===== src/rtl/jtag_tap_pkg.sv =====
// Shared TAP definitions: the 16-state encoding, instruction opcodes, DR select codes
// and the standard next-state graph.
package jtag_tap_pkg;

    typedef enum logic [3:0] {
        EXIT2_DR         = 4'h0,
        EXIT1_DR         = 4'h1,
        SHIFT_DR         = 4'h2,
        PAUSE_DR         = 4'h3,
        SELECT_IR_SCAN   = 4'h4,
        UPDATE_DR        = 4'h5,
        CAPTURE_DR       = 4'h6,
        SELECT_DR_SCAN   = 4'h7,
        EXIT2_IR         = 4'h8,
        EXIT1_IR         = 4'h9,
        SHIFT_IR         = 4'hA,
        PAUSE_IR         = 4'hB,
        RUN_TEST_IDLE    = 4'hC,
        UPDATE_IR        = 4'hD,
        CAPTURE_IR       = 4'hE,
        TEST_LOGIC_RESET = 4'hF
    } tap_state_e;

    typedef enum logic [1:0] {
        DR_BSR,
        DR_ID,
        DR_BYPASS
    } dr_sel_e;

    localparam int unsigned EXTEST         = 0;
    localparam int unsigned SAMPLE_PRELOAD = 1;
    localparam int unsigned IDCODE         = 2;
    localparam int unsigned USERCODE       = 3;
    localparam int unsigned ID_LEN         = 32;

    function automatic tap_state_e next_state(input tap_state_e s, input logic tms);
        case (s)
            TEST_LOGIC_RESET: next_state = tms ? TEST_LOGIC_RESET : RUN_TEST_IDLE;
            RUN_TEST_IDLE:    next_state = tms ? SELECT_DR_SCAN   : RUN_TEST_IDLE;
            SELECT_DR_SCAN:   next_state = tms ? SELECT_IR_SCAN   : CAPTURE_DR;
            CAPTURE_DR:       next_state = tms ? EXIT1_DR         : SHIFT_DR;
            SHIFT_DR:         next_state = tms ? EXIT1_DR         : SHIFT_DR;
            EXIT1_DR:         next_state = tms ? UPDATE_DR        : PAUSE_DR;
            PAUSE_DR:         next_state = tms ? EXIT2_DR         : PAUSE_DR;
            EXIT2_DR:         next_state = tms ? UPDATE_DR        : SHIFT_DR;
            UPDATE_DR:        next_state = tms ? SELECT_DR_SCAN   : RUN_TEST_IDLE;
            SELECT_IR_SCAN:   next_state = tms ? TEST_LOGIC_RESET : CAPTURE_IR;
            CAPTURE_IR:       next_state = tms ? EXIT1_IR         : SHIFT_IR;
            SHIFT_IR:         next_state = tms ? EXIT1_IR         : SHIFT_IR;
            EXIT1_IR:         next_state = tms ? UPDATE_IR        : PAUSE_IR;
            PAUSE_IR:         next_state = tms ? EXIT2_IR         : PAUSE_IR;
            EXIT2_IR:         next_state = tms ? UPDATE_IR        : SHIFT_IR;
            UPDATE_IR:        next_state = tms ? SELECT_DR_SCAN   : RUN_TEST_IDLE;
            default:          next_state = TEST_LOGIC_RESET;
        endcase
    endfunction

endpackage


===== src/rtl/jtag_tap_bscan_if.sv =====
// Serial JTAG pin bundle: the tester side drives tms/tdi, the TAP drives tdo/tdo_oe.
interface jtag_tap_bscan_if;

    logic tms;
    logic tdi;
    logic tdo;
    logic tdo_oe;

    modport master (output tms, output tdi, input tdo, input tdo_oe);
    modport slave  (input tms, input tdi, output tdo, output tdo_oe);

endinterface


===== src/rtl/jtag_tap_fsm.sv =====
// TAP controller state register; strobes are registered from the next state so they
// are asserted for exactly the cycle the controller sits in the matching state.
module jtag_tap_fsm
    import jtag_tap_pkg::*;
(
    input  logic       clk,
    input  logic       rst,
    input  logic       i_tms,
    output tap_state_e o_tap_state,
    output logic       o_capture_dr,
    output logic       o_shift_dr,
    output logic       o_update_dr,
    output logic       o_capture_ir,
    output logic       o_shift_ir,
    output logic       o_update_ir,
    output logic       o_tlr
);

    tap_state_e r_state;
    tap_state_e w_next;

    assign w_next = next_state(r_state, i_tms);

    always_ff @(posedge clk) begin
        if (rst) begin
            r_state      <= TEST_LOGIC_RESET;
            o_capture_dr <= 1'b0;
            o_shift_dr   <= 1'b0;
            o_update_dr  <= 1'b0;
            o_capture_ir <= 1'b0;
            o_shift_ir   <= 1'b0;
            o_update_ir  <= 1'b0;
            o_tlr        <= 1'b1;
        end else begin
            r_state      <= w_next;
            o_capture_dr <= (w_next == CAPTURE_DR);
            o_shift_dr   <= (w_next == SHIFT_DR);
            o_update_dr  <= (w_next == UPDATE_DR);
            o_capture_ir <= (w_next == CAPTURE_IR);
            o_shift_ir   <= (w_next == SHIFT_IR);
            o_update_ir  <= (w_next == UPDATE_IR);
            o_tlr        <= (w_next == TEST_LOGIC_RESET);
        end
    end

    assign o_tap_state = r_state;

endmodule


===== src/rtl/jtag_tap_bscan.sv =====
// Width-generic TAP with IR, BYPASS, IDCODE and boundary-scan register plus EXTEST muxing.
// Optional JTAG_TAP_USERCODE_EN makes opcode 3 capture USERCODE_VAL into the ID register.
module jtag_tap_bscan
    import jtag_tap_pkg::*;
#(
    parameter int unsigned IR_LEN       = 4,
    parameter int unsigned BSR_LEN      = 8,
    parameter logic [31:0] IDCODE_VAL   = 32'h1000_0001,
    parameter logic [31:0] USERCODE_VAL = 32'h0000_0000
) (
    input  logic               clk,
    input  logic               rst,
    jtag_tap_bscan_if.slave    jtag,
    input  logic [BSR_LEN-1:0] pad_in,
    input  logic [BSR_LEN-1:0] core_in,
    output logic [BSR_LEN-1:0] pad_out,
    output logic [BSR_LEN-1:0] core_out,
    output logic [3:0]         tap_state,
    output logic [IR_LEN-1:0]  ir_out
);

    tap_state_e w_state;
    logic w_capture_dr, w_shift_dr, w_update_dr;
    logic w_capture_ir, w_shift_ir, w_update_ir, w_tlr;

    jtag_tap_fsm u_fsm (
        .clk          (clk),
        .rst          (rst),
        .i_tms        (jtag.tms),
        .o_tap_state  (w_state),
        .o_capture_dr (w_capture_dr),
        .o_shift_dr   (w_shift_dr),
        .o_update_dr  (w_update_dr),
        .o_capture_ir (w_capture_ir),
        .o_shift_ir   (w_shift_ir),
        .o_update_ir  (w_update_ir),
        .o_tlr        (w_tlr)
    );

    logic [IR_LEN-1:0]  r_ir_sh;
    logic [IR_LEN-1:0]  r_ir;
    logic [ID_LEN-1:0]  r_id_sh;
    logic               r_byp;
    logic [BSR_LEN-1:0] r_bsr_sh;
    logic [BSR_LEN-1:0] r_bsr_upd;

    dr_sel_e            w_sel;
    logic [ID_LEN-1:0]  w_id_cap;
    logic               w_bsr_instr;
    logic               w_tdo;
    logic               w_tdo_oe;

    assign w_bsr_instr = (r_ir == IR_LEN'(EXTEST)) || (r_ir == IR_LEN'(SAMPLE_PRELOAD));

    // Unlisted opcodes fall through to BYPASS.
    always_comb begin
        w_sel    = DR_BYPASS;
        w_id_cap = IDCODE_VAL;
        if (w_bsr_instr) begin
            w_sel = DR_BSR;
        end else if (r_ir == IR_LEN'(IDCODE)) begin
            w_sel = DR_ID;
        end
`ifdef JTAG_TAP_USERCODE_EN
        else if (r_ir == IR_LEN'(USERCODE)) begin
            w_sel    = DR_ID;
            w_id_cap = USERCODE_VAL;
        end
`endif
    end

`ifndef JTAG_TAP_USERCODE_EN
    logic w_unused_usercode;
    assign w_unused_usercode = ^USERCODE_VAL;
`endif

    // Each strobe marks the state being left, so its action lands on the exit edge.
    always_ff @(posedge clk) begin
        if (rst) begin
            r_ir_sh   <= '0;
            r_ir      <= IR_LEN'(IDCODE);
            r_id_sh   <= '0;
            r_byp     <= 1'b0;
            r_bsr_sh  <= '0;
            r_bsr_upd <= '0;
        end else begin
            if (w_tlr) begin
                r_ir <= IR_LEN'(IDCODE);
            end else if (w_update_ir) begin
                r_ir <= r_ir_sh;
            end

            if (w_capture_ir) begin
                r_ir_sh <= IR_LEN'(1);
            end else if (w_shift_ir) begin
                r_ir_sh <= IR_LEN'({jtag.tdi, r_ir_sh} >> 1);
            end

            if (w_capture_dr) begin
                case (w_sel)
                    DR_BSR:  r_bsr_sh <= pad_in;
                    DR_ID:   r_id_sh  <= w_id_cap;
                    default: r_byp    <= 1'b0;
                endcase
            end else if (w_shift_dr) begin
                case (w_sel)
                    DR_BSR:  r_bsr_sh <= BSR_LEN'({jtag.tdi, r_bsr_sh} >> 1);
                    DR_ID:   r_id_sh  <= ID_LEN'({jtag.tdi, r_id_sh} >> 1);
                    default: r_byp    <= jtag.tdi;
                endcase
            end

            if (w_update_dr && w_bsr_instr) begin
                r_bsr_upd <= r_bsr_sh;
            end
        end
    end

    always_comb begin
        w_tdo    = 1'b0;
        w_tdo_oe = 1'b0;
        if (w_shift_ir) begin
            w_tdo    = r_ir_sh[0];
            w_tdo_oe = 1'b1;
        end else if (w_shift_dr) begin
            w_tdo_oe = 1'b1;
            case (w_sel)
                DR_BSR:  w_tdo = r_bsr_sh[0];
                DR_ID:   w_tdo = r_id_sh[0];
                default: w_tdo = r_byp;
            endcase
        end
    end

    assign jtag.tdo    = w_tdo;
    assign jtag.tdo_oe = w_tdo_oe;
    assign pad_out     = (r_ir == IR_LEN'(EXTEST)) ? r_bsr_upd : core_in;
    assign core_out    = pad_in;
    assign tap_state   = w_state;
    assign ir_out      = r_ir;

endmodule

===== src/flat_wrapper.sv =====
// flat-port wrapper written by rule: the top's interface ports become plain ports
module jtag_tap_bscan_flat import jtag_tap_pkg::*;
#(
    parameter int unsigned IR_LEN       = 4,
    parameter int unsigned BSR_LEN      = 8,
    parameter logic [31:0] IDCODE_VAL   = 32'h1000_0001,
    parameter logic [31:0] USERCODE_VAL = 32'h0000_0000
)
  (clk, rst, pad_in, core_in, pad_out, core_out, tap_state, ir_out, jtag_tms, jtag_tdi, jtag_tdo, jtag_tdo_oe);
  jtag_tap_bscan_if jtag_i ();
  input  logic clk;
  input  logic rst;
  input  logic [BSR_LEN-1:0] pad_in;
  input  logic [BSR_LEN-1:0] core_in;
  output logic [BSR_LEN-1:0] pad_out;
  output logic [BSR_LEN-1:0] core_out;
  output logic [3:0] tap_state;
  output logic [IR_LEN-1:0] ir_out;
  input wire logic [$bits(jtag_i.tms)-1:0] jtag_tms;
  input wire logic [$bits(jtag_i.tdi)-1:0] jtag_tdi;
  output wire logic [$bits(jtag_i.tdo)-1:0] jtag_tdo;
  output wire logic [$bits(jtag_i.tdo_oe)-1:0] jtag_tdo_oe;
  assign jtag_i.tms = jtag_tms;
  assign jtag_i.tdi = jtag_tdi;
  assign jtag_tdo = jtag_i.tdo;
  assign jtag_tdo_oe = jtag_i.tdo_oe;
  jtag_tap_bscan #(.IR_LEN(IR_LEN), .BSR_LEN(BSR_LEN), .IDCODE_VAL(IDCODE_VAL), .USERCODE_VAL(USERCODE_VAL)) u_core (.clk(clk), .rst(rst), .jtag(jtag_i), .pad_in(pad_in), .core_in(core_in), .pad_out(pad_out), .core_out(core_out), .tap_state(tap_state), .ir_out(ir_out));
endmodule

===== config.mk =====
export PLATFORM = sky130hd
export DESIGN_NAME = jtag_tap_bscan_flat
export DESIGN_NICKNAME = d
export VERILOG_FILES = /design/src/rtl/jtag_tap_pkg.sv /design/src/rtl/jtag_tap_bscan_if.sv /design/src/rtl/jtag_tap_fsm.sv /design/src/rtl/jtag_tap_bscan.sv /design/src/flat_wrapper.sv
export SDC_FILE = /design/constraint.sdc
export NUM_CORES = 1
export LEC_CHECK = 0
export CORE_MARGIN = 2
export CORE_UTILIZATION = 45
export DETAILED_ROUTE_END_ITERATION = 10
export PLACE_DENSITY_LB_ADDON = 0.25
export SKIP_CTS_REPAIR_TIMING = 1
export SYNTH_ARGS = -nofsm -noshare
export SYNTH_HDL_FRONTEND = slang
export SYNTH_SLANG_ARGS = --single-unit

===== constraint.sdc =====
create_clock -name clk -period 2.5 [get_ports clk]
set_input_delay 0.25 -clock clk [delete_from_list [all_inputs] [get_ports clk]]
set_output_delay 0.25 -clock clk [all_outputs]
set_load 0.1 [all_outputs]

# Word-level counts from Yosys, hierarchy flattened
# Index checks and enable logic that the tools add are counted.
dict set report word_totals {
  reg_bits 68
  inputBits 20
  output_inout_bits 26
  word_cells 93
}
dict set report op_classes {
  eq_ne 27
  muxes 35
  reduce_logical 16
}
# operator n
set ops {}
lappend ops {{32-bit two-way mux} 4}
lappend ops {{4-bit == test, second input constant} 12}
lappend ops {{4-bit case mux with 12 select lines} 1}
lappend ops {{8-bit two-way mux} 5}
lappend ops {{4-bit by 3-bit == test with 1-bit output, second input constant} 6}
lappend ops {{4-bit by 2-bit == test with 1-bit output, second input constant} 4}
lappend ops {{2-bit two-way mux} 8}
lappend ops {{3-bit two-way mux} 4}
lappend ops {{1-bit two-way mux} 11}
lappend ops {{2-bit OR reduction} 5}
lappend ops {{4-bit by 1-bit == test with 1-bit output, second input constant} 2}
lappend ops {{4-bit logical NOT} 2}
lappend ops {{4-bit two-way mux} 1}
lappend ops {{2-bit inequality test, second input constant} 2}
lappend ops {{2-bit AND reduction} 2}
lappend ops {{2-bit nonzero test} 2}
lappend ops {{3-bit AND reduction} 1}
lappend ops {{3-bit OR reduction} 1}
lappend ops {{2-bit by 1-bit == test with 1-bit output, second input constant} 1}
lappend ops {{2-bit logical NOT} 1}
lappend ops {{1-bit case mux with 2 select lines} 1}
lappend ops {{1-bit logical AND} 1}
lappend ops {{1-bit logical OR} 1}

# Longest topological paths before layout
dict set report depth {
  word_depth 8
  ltp_mapped 6
  mapped_depth_nobuf 3
}

# By module
# From an unflattened synthesis, not the netlist that was laid out.
dict set report hier_totals {
  cells_unflattened 339
  area_unflattened_um2 3095.5
}
# mod instances cells_per_inst area_per_inst_um2 seq_area_each_um2
set by_module_without_submodules {}
lappend by_module_without_submodules {jtag_tap_bscan 1 287 2617.5 1141.1}
lappend by_module_without_submodules {jtag_tap_fsm 1 52 478.0 220.2}

# Worst setup path before layout
# No wires, ideal clock.
dict set report synth_timing {
  kind {flip-flop to output port}
  start {register u_core.r_ir[1] (netlist: u_core.ir_out[1])}
  end {output port jtag_tdo}
  t_arrival_ns 3.092
  t_required_ns 2.250
  path_slack_ns -0.842
  path_stages_with_launch 5
  n_path_buf 1
  path_cell_list {dfxtp_1 -> buf_4 -> nand3b_1 -> a211o_1 -> a21oi_1}
}
dict set report synth_via {
  elab_chain_cells 7
}
# element line
set synth_rtl {}
lappend synth_rtl {{start: declaration} jtag_tap_bscan.sv:41} ;# logic [IR_LEN-1:0] r_ir;
lappend synth_rtl {{start signal: assignment} jtag_tap_bscan.sv:81} ;# r_ir <= IR_LEN'(IDCODE);
lappend synth_rtl {{start signal: assignment} jtag_tap_bscan.sv:88} ;# r_ir <= IR_LEN'(IDCODE);
lappend synth_rtl {{start signal: assignment} jtag_tap_bscan.sv:90} ;# r_ir <= r_ir_sh;
lappend synth_rtl {{4-bit by 2-bit == test with 1-bit output, or another cell as far along} jtag_tap_bscan.sv:61} ;# end else if (r_ir == IR_LEN'(IDCODE)) begin
lappend synth_rtl {{2-bit two-way mux or 1-bit logical OR (tied branches)} {jtag_tap_bscan.sv:61, jtag_tap_bscan.sv:53}}
lappend synth_rtl {{2-bit two-way mux *} jtag_tap_bscan.sv:59} ;# if (w_bsr_instr) begin
lappend synth_rtl {{2-bit by 1-bit == test with 1-bit output or 2-bit logical NOT (tied branches)} jtag_tap_bscan.sv:127} ;# case (w_sel)
lappend synth_rtl {{1-bit case mux with 2 select lines *} jtag_tap_bscan.sv:127}
lappend synth_rtl {{1-bit two-way mux *} jtag_tap_bscan.sv:125} ;# end else if (w_shift_dr) begin
lappend synth_rtl {{1-bit two-way mux *} jtag_tap_bscan.sv:122} ;# if (w_shift_ir) begin
lappend synth_rtl {{end: declaration} flat_wrapper.sv:21} ;# output wire logic [$bits(jtag_i.tdo)-1:0] jtag_tdo;
# Every way passes the cells marked *; elsewhere a longest branch is shown, timed or not.

# Worst setup path after layout
dict set report layout_timing {
  start {register u_core.r_ir[2] (netlist: u_core.ir_out[2])}
  end {output port pad_out[6]}
}
dict set report layout_via {
  elab_chain_cells 2
}
# element line
set layout_rtl {}
lappend layout_rtl {{4-bit logical NOT} jtag_tap_bscan.sv:137} ;# assign pad_out = (r_ir == IR_LEN'(EXTEST)) ? r_bsr_upd : core_in;
lappend layout_rtl {{8-bit two-way mux} jtag_tap_bscan.sv:137}
lappend layout_rtl {{end: declaration} flat_wrapper.sv:15} ;# output logic [BSR_LEN-1:0] pad_out;
# Every way passes these cells.

==> results.tsv <==
metric	value	unit
cp.required	2.25	ns
finClkSkew	0.00536	ns
fmax	0.446	GHz
synth_xor_area_share	0	%
clk_path_buf_depth	2	
clock_sinks	68	
synth_enable_flop_cells	0	
cap_violations	0	
p_leak	1.19	nW
fin_area	0.00364	mm^2
via_per_inst	5.67	
antenna_found_initial	0	
stdcell_count	442	
grt_max_degree	49	
start_util	45.9	%
drtIter0Drc	183	
io_buffers	45	
syn_area_per_cell	9.03	um^2
rr_startpoint	u_core.ir_out[1]$_SDFFE_PP1P_	
slew_headroom	43.4	%
drt_pass1_iterations	4	
synth-compound-area-share	18.7	%
syn_nets	360	
coreArea	0.00668	mm^2
clock-root-buffer	clkbuf_8	
grt_pass1_vias	2195	
dp_hpwl	4150	um
mappedNetlistArea	0.00307	mm^2
setup_ws	0.259	ns
place_inst	427	
place_congestion	0.809	
rows	30	
dieArea	0.00750	mm^2
post_dp_cell_area	0.00348	mm^2
grt_use_total	18.2	%
dr_total_vias	2508	
post-route-period-util	89.6	%
tritoncts	built	
critPathLaunchType	flip-flop	
critPathLaunch	u_core.ir_out[2]$_SDFFE_PP0P_	
syn_inst	340	
clk_pin_slew	0.07	ns
status	finished clean	
synthFlopType	dfxtp_1	
power_density	625	mW/mm^2
reg2reg_to	u_core.r_bsr_sh[5]$_SDFFE_PP0P_	
clk_latency	0.35	ns
seq_area_frac_synth	44.4	%
drc	0	
cp_max_fo	9	
ir_drop	0.469	mV
hold_ws	0.456	ns
grt_pass1_wl	10800	um
io-pin-count	46	
setup_viol	0	
fp.dieH	86.6	um
arrival	1.99	ns
nNetsFinal	378	
routed_wl	6670	um
ys_warn_count	0	
die-width	86.6	um
synth_fa_ha_area_share	0	%
r2r_slack	0.76	ns
tightest_slew	0.850	ns
reg2regPathDepth	3	
area_growth	18.8	%
crit_type	flip-flop to output port	
htreeDepth	3	
synth_simple_gate_area_share	21.2	%
drive_gt1_share	17.7	%
hp-class	flip-flop to flip-flop	
synth_top_family_by_area	simple AND/OR/NAND/NOR gates	
wire_per_inst	15.1	um
min_from	u_core.r_bsr_upd[3]$_SDFFE_PP0P_	
mostFrequentLayoutCell	dfxtp_1	
crit_end	pad_out[6]	
tns	0	ns
drtAntennaViolNets	0	
dp_slack	0.614	ns
drv_slew	0	
synth.area.mux_share	7.50	%
final_cell_mix	dfxtp_1, a21oi_1, o21ai_0	
ys_ff_latch	68	
cts_buffers	9	
hold_viol_final	0	
async_flop_share	0	%
diodes	0	
synth_cell_types	38	
rsz0062_at_grt	no	
grt_overflow	0	
final.min_clock_period	2.24	ns
end_kind	output port	
[final cells by class]
class                           instances  area, um^2
Multi-Input combinational cell        226        1470
Tap cell                               80         100
Inverter                                1        3.75
Timing Repair Buffer                   52         546
Sequential cell                        68        1360
Clock inverter                          2        10.0
Clock buffer                           13         159
Fill cell                             617        3040
[metrics by stage]
stage | utilization, % | total power, mW
6_report | 54.6 | 2.28
5_1_grt | 54.6 | 2.37
4_1_cts | 54.6 | 2.30
3_5_place_dp | 52.0 | 1.51
3_3_place_gp | 52.0 | 1.51
2_1_floorplan | - | 1.41
[report_power, final]
part	total (mW)	switching, mW	internal [mW]
Clock	0.794	0.388	0.406
Sequential	1.13	0.0298	1.10
Combinational	0.357	0.242	0.114
Total	2.28	0.660	1.62
[state kept, by name, indices dropped and copies added (netlist names)]
signal / cells
u_core.u_fsm.o_tlr: 1
u_core.ir_out: 4
u_core.r_ir_sh: 4
u_core.u_fsm.o_capture_ir: 1
u_core.u_fsm.o_shift_dr: 1
u_core.u_fsm.o_capture_dr: 1
u_core.u_fsm.o_update_dr: 1
u_core.r_bsr_upd: 8
u_core.u_fsm.o_update_ir: 1
u_core.r_byp: 1
u_core.u_fsm.o_shift_ir: 1
u_core.r_id_sh: 32
u_core.r_bsr_sh: 8
u_core.u_fsm.o_tap_state: 4
[worst min-delay path by stage]
stage	endpoint	depth (start not counted)
2_1_floorplan	u_core.u_fsm.o_tap_state[1]$_SDFF_PP1_	1
3_3_place_gp	u_core.r_bsr_upd[3]$_SDFFE_PP0P_	2
3_5_place_dp	u_core.r_bsr_upd[3]$_SDFFE_PP0P_	2
4_1_cts	u_core.r_bsr_upd[3]$_SDFFE_PP0P_	2
5_1_grt	u_core.r_bsr_upd[3]$_SDFFE_PP0P_	2
6_report	u_core.r_bsr_upd[3]$_SDFFE_PP0P_	2
[synthesized netlist by cell type (2+ instances only)]
cell type,instances,area (um^2)
clkbuf_1,20,75.1
mux2_2,8,90.1
nor3_2,2,20.0
nor2b_1,3,18.8
a21oi_1,56,280
nand3_1,5,25.0
a211o_1,4,35.0
o21ai_0,33,165
buf_1,3,11.3
nand4b_1,29,254
dfxtp_1,68,1360
nand2b_1,5,31.3
nor2_1,5,18.8
buf_6,5,56.3
buf_2,8,40.0
nor3_1,10,50.1
mux2i_1,14,140
or3_1,3,18.8
buf_4,9,67.6
nor4_1,3,18.8
a211oi_1,9,67.6
nand2_1,21,78.8
or2_2,2,12.5
[routing by layer]
layer  share of wire (%)  wire (um)  track usage, %
met1                  49       3290            26.8
met2                  45       3010            25.0
met3                 4.9        325            7.33
met4                0.70         47            3.84
met5                   0          0               0
[worst max-delay path, stage by stage, from the launching register on]
cell     delay [ns]
dfxtp_1        0.41
or3_1          0.48
nor2_8         0.19
mux2_2         0.39
buf_12         0.17
[kinds of logic after synthesis]
logic type / count (synthesis)
mux: 22
compound gates: 105
flops: 68
simple gates: 99
buf+inv: 46
No activity file was read; power rests on OpenSTA's default activity.
